### src/rtl/div_unit.sv
// Multicycle signed restoring divider: quotient on lo, remainder on hi.
// Truncates toward zero; the remainder carries the dividend's sign.
module div_unit #(
  parameter int WIDTH = 32
) (
  input  logic             clk,
  input  logic             reset,
  input  logic             start,
  input  logic [WIDTH-1:0] dividend,
  input  logic [WIDTH-1:0] divisor,
  output logic             busy,
  output logic             done,
  output logic             div_zero,
  output logic [WIDTH-1:0] hi,
  output logic [WIDTH-1:0] lo
);

  localparam int CW = $clog2(WIDTH + 1);

  typedef enum logic [1:0] {
    IDLE   = 2'd0,
    RUN    = 2'd1,
    FINISH = 2'd2
  } state_t;

  state_t           state_r;
  state_t           state_next_s;
  logic [CW-1:0]    cnt_r;
  logic [WIDTH-1:0] rem_r;
  logic [WIDTH-1:0] quo_r;
  logic [WIDTH-1:0] dvs_r;
  logic             sign_q_r;
  logic             sign_r_r;
  logic             fin_r;
  logic             accept_s;
  logic             dz_s;
  logic [WIDTH:0]   rem_sh_s;
  logic             ge_s;
  logic [WIDTH-1:0] rem_next_s;

  // Unsigned magnitude; the most negative value maps onto itself exactly.
  function automatic logic [WIDTH-1:0] mag(input logic [WIDTH-1:0] v);
    if (v[WIDTH-1]) begin
      return -v;
    end else begin
      return v;
    end
  endfunction

  // busy stays high one cycle past FINISH, so gating on it keeps that cycle from accepting a request
  assign accept_s = (state_r == IDLE) && start && !busy;
  assign dz_s     = (divisor == {WIDTH{1'b0}});

  // One restoring step: shift in the next dividend bit, trial-subtract the divisor
  always_comb begin
    rem_sh_s = {rem_r, quo_r[WIDTH-1]};
    ge_s     = (rem_sh_s >= {1'b0, dvs_r});
    if (ge_s) begin
      rem_next_s = rem_sh_s[WIDTH-1:0] - dvs_r;
    end else begin
      rem_next_s = rem_sh_s[WIDTH-1:0];
    end
  end

  // State register
  always_ff @(posedge clk) begin
    if (!reset) begin
      state_r <= IDLE;
    end else begin
      state_r <= state_next_s;
    end
  end

  // Next-state logic
  always_comb begin
    state_next_s = state_r;
    case (state_r)
      IDLE: begin
        if (accept_s && !dz_s) begin
          state_next_s = RUN;
        end else begin
          state_next_s = IDLE;
        end
      end
      RUN: begin
        if (cnt_r == CW'(1)) begin
          state_next_s = FINISH;
        end else begin
          state_next_s = RUN;
        end
      end
      FINISH:  state_next_s = IDLE;
      default: state_next_s = IDLE;
    endcase
  end

  // Datapath and registered outputs
  always_ff @(posedge clk) begin
    if (!reset) begin
      cnt_r    <= {CW{1'b0}};
      rem_r    <= {WIDTH{1'b0}};
      quo_r    <= {WIDTH{1'b0}};
      dvs_r    <= {WIDTH{1'b0}};
      sign_q_r <= 1'b0;
      sign_r_r <= 1'b0;
      fin_r    <= 1'b0;
      busy     <= 1'b0;
      done     <= 1'b0;
      div_zero <= 1'b0;
      hi       <= {WIDTH{1'b0}};
      lo       <= {WIDTH{1'b0}};
    end else begin
      busy     <= (state_r != IDLE);
      fin_r    <= 1'b0;
      done     <= fin_r | (accept_s & dz_s);
      div_zero <= accept_s & dz_s;
      case (state_r)
        IDLE: begin
          if (accept_s && !dz_s) begin
            quo_r    <= mag(dividend);
            dvs_r    <= mag(divisor);
            rem_r    <= {WIDTH{1'b0}};
            cnt_r    <= CW'(WIDTH);
            sign_q_r <= dividend[WIDTH-1] ^ divisor[WIDTH-1];
            sign_r_r <= dividend[WIDTH-1];
          end else begin
            cnt_r <= cnt_r;
          end
        end
        RUN: begin
          rem_r <= rem_next_s;
          quo_r <= {quo_r[WIDTH-2:0], ge_s};
          cnt_r <= cnt_r - CW'(1);
        end
        FINISH: begin
          lo    <= sign_q_r ? -quo_r : quo_r;
          hi    <= sign_r_r ? -rem_r : rem_r;
          fin_r <= 1'b1;
        end
        default: begin
          fin_r <= 1'b0;
        end
      endcase
    end
  end

endmodule

### config.mk
export PLATFORM = sky130hd
export DESIGN_NAME = div_unit
export DESIGN_NICKNAME = d
export VERILOG_FILES = /design/src/rtl/div_unit.sv
export SDC_FILE = /design/constraint.sdc
export NUM_CORES = 1
export LEC_CHECK = 0
export CAP_MARGIN = 20
export CORE_ASPECT_RATIO = 0.6
export CORE_MARGIN = 8
export CORE_UTILIZATION = 35
export CTS_CLUSTER_DIAMETER = 80
export DETAILED_ROUTE_END_ITERATION = 6
export GPL_TIMING_DRIVEN = 1
export SYNTH_ARGS = -nofsm -noshare
export SYNTH_HDL_FRONTEND = slang
export SYNTH_SLANG_ARGS = --single-unit
### constraint.sdc
create_clock -name clk -period 4.7 [get_ports clk]
set_input_delay 1.41 -clock clk [delete_from_list [all_inputs] [get_ports clk]]
set_output_delay 1.41 -clock clk [all_outputs]
set_load 0.01 [all_outputs]
==> results.sh, run 1 <==
export IMPL_vias=9895
export IMPL_drive_above_1_share=0.0590
export IMPL_worst_slack_ps=509
export IMPL_maxSlewHeadroom=0.267
export IMPL_dp_slack_ps=90.4
export IMPL_wirelength_um=33000
export IMPL_r2r_slack_ps=960
export IMPL_syn_area_mm2=0.0109
export IMPL_path_clk_slew_ps=70
export IMPL_start_kind="primary input"
export IMPL_rows=50
export IMPL_crit_arrival_ps=4530
export IMPL_yosys_top_cells_area="dfxtp_1 (32%), xor2_1 (8.7%), nand2_1 (8.2%), o211a_1 (6.2%), o21ai_0 (4.8%)"
export IMPL_finalSetupTns_ps=0
export IMPL_grt_max_degree=107
export IMPL_rr_endpoint="rem_r[19]"
export IMPL_cts_max_path_buffers=2
export IMPL_finalHoldViolCount=0
export IMPL_cp_end_kind="register"
export IMPL_hold_path_class="reg -> reg"
export IMPL_finalCritPeriodShare=0.892
export IMPL_grt_overflow=0
export IMPL_coreArea_mm2=0.0309
export IMPL_layout_min_cycle_time_ps=4190
export IMPL_post_cts_buffers=0
export IMPL_dp_hpwl_um=25400
export IMPL_hold_start="fin_r"
export IMPL_final_common_cell="nand2_1"
export IMPL_syn_mean_instance_area_um2=8.13
export IMPL_io_pins=134
export IMPL_first_pass_iters=5
export IMPL_clk_latency_ps=450
export IMPL_start_util=0.353
export IMPL_antenna_found_initial=0
export IMPL_finClkSkew_ps=10.0
export IMPL_finalSetupViolations=0
export IMPL_remaining_drc_errors=0
export IMPL_io_buffers=133
export IMPL_max_freq_ghz=0.239
export IMPL_timing_worst_setup_path_type="in -> reg"
export IMPL_dieArea_mm2=0.0372
export IMPL_reg2regPathDepth=11
export IMPL_drv_slew=0
export IMPL_status="completed"
export IMPL_r2r_start="rem_r[11]"
export IMPL_fin_hold_ws_ps=454
export IMPL_placement_cell_area_mm2=0.0127
export IMPL_fillers=3115
export IMPL_ys_ff_latch=174
export IMPL_h_tree_depth=4
export IMPL_hold_buffers=0
export IMPL_synth_largest_area_cell="dfxtp_1"
export IMPL_post_cts_resized=0
export IMPL_yosysSeqAreaShare=0.320
export IMPL_synth_enable_flop_cells=0
export IMPL_postRouteAntennaNets=0
export IMPL_synthFlopType="dfxtp_1"
export IMPL_first_iter_violations=874
export IMPL_holdPathEnd="done"
export IMPL_gp_congestion=0.903
export IMPL_final_cell_mix="nand2_1 (237), dfxtp_1 (174), clkdlybuf4s50_1 (132), xor2_1 (108), o21ai_0 (104)"
export IMPL_worstPathMaxFanout=5
export IMPL_clock_sinks=174
export IMPL_worst_pin_slew_ps=1100
export IMPL_syn_num_nets=1447
export IMPL_design_area_mm2=0.0133
export IMPL_peakVddDrop_mv=0.292
export IMPL_die_h_um=153
export IMPL_rsz0062_at_grt="false"
export IMPL_die_x_um=244
export IMPL_power_density_mw_per_mm2=387
export IMPL_cap_viol_max_count=0
export IMPL_area_delta_synth_final_pct=22.2
export IMPL_grt_pass1_vias=9004
export IMPL_cts_root_buf="clkbuf_16"
export IMPL_yosys_warnings=0
export IMPL_track_usage=0.174
export IMPL_diodes=0
export IMPL_syn_inst=1341
export IMPL_nNetsFinal=1553
export IMPL_cts_buffers=17
export IMPL_leakagePower_nw=5.89
export IMPL_yosysTopAreaCellShare=0.320
export IMPL_cts_tree="yes"
export IMPL_async_flop_share=0
export IMPL_required_ps=5040
export IMPL_drt_wirelength_per_cell_um=17.6
export IMPL_hold_path_cell_count=1
export IMPL_grt_pass1_wl_um=52600
export IMPL_synth_distinct_cells=72
export IMPL_vias_per_cell=5.28
[synthesized netlist by cell type, drive strengths merged (3+ instances only)]
library cell and n:
o21ai 107, nand4 7, xor2 108, xnor2 41, a211oi 3, nor2b 28, nand3b 6, nand3 10
a21oi 46, nor2 44, a221oi 13, o221ai 5, ha 38, nor4b 3, and2 11, nor4 7
mux2i 15, buf 23, o21a 4, a22o 3, nand2b 8, clkbuf 54, or2 11, a21o 9
inv 52, a22oi 17, a31oi 3, o211ai 6, a21boi 13, nand2 238, o211a 68, dfxtp 174
o41ai 15, or4 20, or3 22, o31ai 36, nand4b 3, and3 31, nor3 15
[layer usage]
metal | part of all wire | global-route usage | up-vias
li1 | - | - | 4991
met1 | 0.57 | 0.290 | 4637
met2 | 0.35 | 0.208 | 247
met3 | 0.070 | 0.0506 | 20
met4 | 0.0075 | 0.0291 | 0
met5 | 0 | 0 | -
[area by class of cell]
class                      instances  area [µm²]  area share
tap                              416         520      0.0391
multi-input combinational       1038        6930       0.520
inverter                          52         195      0.0147
sequential                       174        3480       0.262
timing repair buffer             164        1620       0.122
clock inverter                    10         140      0.0105
clock buffer                      20         437      0.0328
[through the flow]
step / std cells / power, mW / util
2_1_floorplan: 1341 / 3.14 / -
3_3_place_gp: 1843 / 3.70 / 0.411
3_5_place_dp: 1843 / 3.71 / 0.411
4_1_cts: 1873 / 5.16 / 0.430
5_1_grt: 1874 / 5.50 / 0.431
6_report: 1874 / 5.15 / 0.431
[kinds of logic (layout without fill, tap and decap cells)]
family	count (synthesis)	in the layout	share of synthesized area
xor+xnor	149	149	0.120
compound gates	364	364	0.243
simple gates	471	471	0.212
flops	174	174	0.320
mux	15	15	0.0138
buf+inv	129	246	0.0459
fa+ha+maj	39	39	0.0455
[registers in the layout, indices dropped and copies added, names as in the netlist, 2 cells and up]
signal   flops
quo_r       32
hi          32
state_r      2
lo          32
cnt_r        6
rem_r       32
dvs_r       32
[power breakdown]
part	total (mW)	switching (mW)	internal, mW
sequential	1.74	0.150	1.59
combinational	1.97	1.15	0.818
clock	1.45	0.617	0.830
total	5.15	1.92	3.23
[worst max-delay path: stages]
cell and delay, ps:
clkdlybuf4s50_1 480, or4_1 640, nor2_1 180, nand3_1 180
or4_1 490, or4_4 540, o21ai_0 220, xor2_1 160
o21ai_0 80, and2_1 150
[how the worst max path moves through the flow]
stage	start	endpoint	cells past startpoint
after floorplan	dividend[0]	quo_r[27]	9
after global placement	dividend[2]	quo_r[27]	10
after detailed placement	dividend[7]	quo_r[26]	10
after CTS	dividend[7]	quo_r[26]	10
after global routing	dividend[7]	quo_r[26]	10
final	dividend[2]	quo_r[27]	10
Note: power is estimated with default switching activity, not from simulation.
==> inputs of run 2 (changes only) <==
--- a/config.mk
+++ b/config.mk
@@ -6,7 +6,7 @@
 export NUM_CORES = 1
 export LEC_CHECK = 0
 export CAP_MARGIN = 20
-export CORE_ASPECT_RATIO = 0.6
+export CORE_ASPECT_RATIO = 0.5
 export CORE_MARGIN = 8
 export CORE_UTILIZATION = 35
 export CTS_CLUSTER_DIAMETER = 80
==> run 2 against run 1 <==
Non-clock buffer count decreased by 11. Die area increased by 0.42%. Sequential share of layout area increased by 0.17 points. Routed wire length decreased by 6.5%. Hold slack got worse by 21 ps. Combinational power decreased by 2%. Worst setup slack got worse by 6.1 ps. Critical path depth unchanged.
==> results.sh, run 2 (synthesis results as in run 1) <==
export IMPL_h_tree_depth=4
export IMPL_antenna_found_initial=1
export IMPL_coreArea_mm2=0.0305
export IMPL_critPathBufInv=1
export IMPL_track_usage=0.164
export IMPL_remaining_drc_errors=0
export IMPL_post_cts_resized=0
export IMPL_status="completed"
export IMPL_p_seq_frac=0.339
export IMPL_area_delta_synth_final_pct=21.5
export IMPL_clock_sinks=174
export IMPL_crit_slowest_cell="or4_1"
export IMPL_path_delay_family="simple AND/OR/NAND/NOR gates"
export IMPL_vias_per_cell=5.30
export IMPL_dp_slack_ps=40.1
export IMPL_dieArea_mm2=0.0374
export IMPL_worst_slack_ps=503
export IMPL_grt_overflow=0
export IMPL_placement_cell_area_mm2=0.0127
export IMPL_r2r_start="quo_r[31]"
export IMPL_finalCritPeriodShare=0.893
export IMPL_final_util=0.435
export IMPL_gp_congestion=0.891
export IMPL_start_kind="primary input"
export IMPL_pwr_share_comb=0.379
export IMPL_cp_end_kind="register"
export IMPL_cts_max_path_buffers=2
export IMPL_drt_wirelength_per_cell_um=16.5
export IMPL_io_pins=134
export IMPL_path_clk_slew_ps=70
export IMPL_grt_max_degree=99
export IMPL_leakagePower_nw=5.84
export IMPL_max_freq_ghz=0.238
export IMPL_power_switching_mw=1.87
export IMPL_first_iter_violations=535
export IMPL_post_cts_buffers=0
export IMPL_required_ps=5040
export IMPL_dp_hpwl_um=23700
export IMPL_die_h_um=141
export IMPL_rsz0062_at_grt="false"
export IMPL_final_common_cell="nand2_1"
export IMPL_rows=45
export IMPL_crit_arrival_ps=4540
export IMPL_postRouteAntennaNets=0
export IMPL_final_cell_mix="nand2_1 (237), dfxtp_1 (174), clkdlybuf4s50_1 (132), xor2_1 (108), o21ai_0 (104)"
export IMPL_finalHoldViolCount=0
export IMPL_holdPathEnd="done"
export IMPL_power_density_mw_per_mm2=385
export IMPL_finClkSkew_ps=9.71
export IMPL_internal_power_mw=3.22
export IMPL_fillers=3046
export IMPL_start_util=0.358
export IMPL_hold_path_cell_count=1
export IMPL_p_clk_frac=0.282
export IMPL_peakVddDrop_mv=0.278
export IMPL_worst_pin_slew_ps=1070
export IMPL_clk_latency_ps=450
export IMPL_grt_pass1_vias=9810
export IMPL_max_stage_delay_ps=620
export IMPL_r2r_slack_ps=1020
export IMPL_hold_buffers=0
export IMPL_finalSetupTns_ps=0
export IMPL_startpoint="dividend[0]"
export IMPL_first_pass_iters=5
export IMPL_cap_viol_max_count=0
export IMPL_timing_worst_setup_path_type="in -> reg"
export IMPL_io_buffers=133
export IMPL_cts_buffers=17
export IMPL_maxSlewHeadroom=0.283
export IMPL_cts_root_buf="clkbuf_16"
export IMPL_die_x_um=266
export IMPL_vias=9908
export IMPL_critical_path_cell_chain="clkdlybuf4s50_1 -> or4_1 -> nor2_1 -> nand3_1 -> or4_1 -> or4_4 -> o21ai_0 -> xor2_1 -> o21ai_0 -> and2_1"
export IMPL_design_area_mm2=0.0132
export IMPL_hold_path_class="reg -> reg"
export IMPL_worstPathMaxFanout=5
export IMPL_wirelength_um=30900
export IMPL_finalSetupViolations=0
export IMPL_layout_min_cycle_time_ps=4200
export IMPL_swShare=0.368
export IMPL_reg2regPathDepth=13
export IMPL_drive_above_1_share=0.0532
export IMPL_nNetsFinal=1542
export IMPL_drv_slew=0
export IMPL_cts_tree="yes"
export IMPL_grt_pass1_wl_um=50600
export IMPL_hold_start="fin_r"
export IMPL_rr_endpoint="rem_r[28]"
run 2: worst max-delay path by stage:
stage	end	depth (start not counted)
finish	quo_r[27]	10
global route	quo_r[27]	10
CTS	quo_r[27]	10
detailed placement	quo_r[27]	10
global placement	quo_r[25]	10
floorplan	quo_r[27]	9
run 2: power groups by stage:
stage / Combinational (mW) / Clock (mW) / Sequential [mW]
2_1_floorplan: 1.43 / 0 / 1.71
3_5_place_dp: 1.92 / 0 / 1.76
4_1_cts: 1.94 / 1.47 / 1.72
6_report: 1.93 / 1.43 / 1.72
3_3_place_gp: 1.90 / 0 / 1.75
5_1_grt: 2.17 / 1.52 / 1.74
run 2: cell type report:
cell class              instances  area (µm²)  share of cell area
well taps                     423         529              0.0400
clock inverters                 8         109             0.00822
repair buffers                153        1520               0.115
clock buffers                  22         474              0.0358
flip-flops and latches        174        3480               0.263
multi-input cells            1038        6930               0.523
inverters                      52         195              0.0147
diodes                          1        2.50            0.000189
run 2: through the flow:
step | cells | power, mW | hold WS [ps]
2_1_floorplan | 1341 | 3.14 | 403
3_3_place_gp | 1840 | 3.66 | 412
3_5_place_dp | 1840 | 3.68 | 417
4_1_cts | 1870 | 5.13 | 436
5_1_grt | 1871 | 5.44 | 459
6_report | 1871 | 5.09 | 433
run 2: layer usage:
layer,part of all wire,GRT usage,vias up
met5,0,0,-
met3,0.028,0.0219,34
met1,0.44,0.191,4764
met4,0.020,0.0643,0
li1,-,-,4971
met2,0.52,0.301,139
==> inputs of run 3 (changes only) <==
--- a/config.mk
+++ b/config.mk
@@ -12,6 +12,7 @@
 export CTS_CLUSTER_DIAMETER = 80
 export DETAILED_ROUTE_END_ITERATION = 6
 export GPL_TIMING_DRIVEN = 1
+export SETUP_SLACK_MARGIN = 0.3
 export SYNTH_ARGS = -nofsm -noshare
 export SYNTH_HDL_FRONTEND = slang
 export SYNTH_SLANG_ARGS = --single-unit
==> results of run 3 <==
The final DEF is identical to that of run 2; final timing and power are the same.
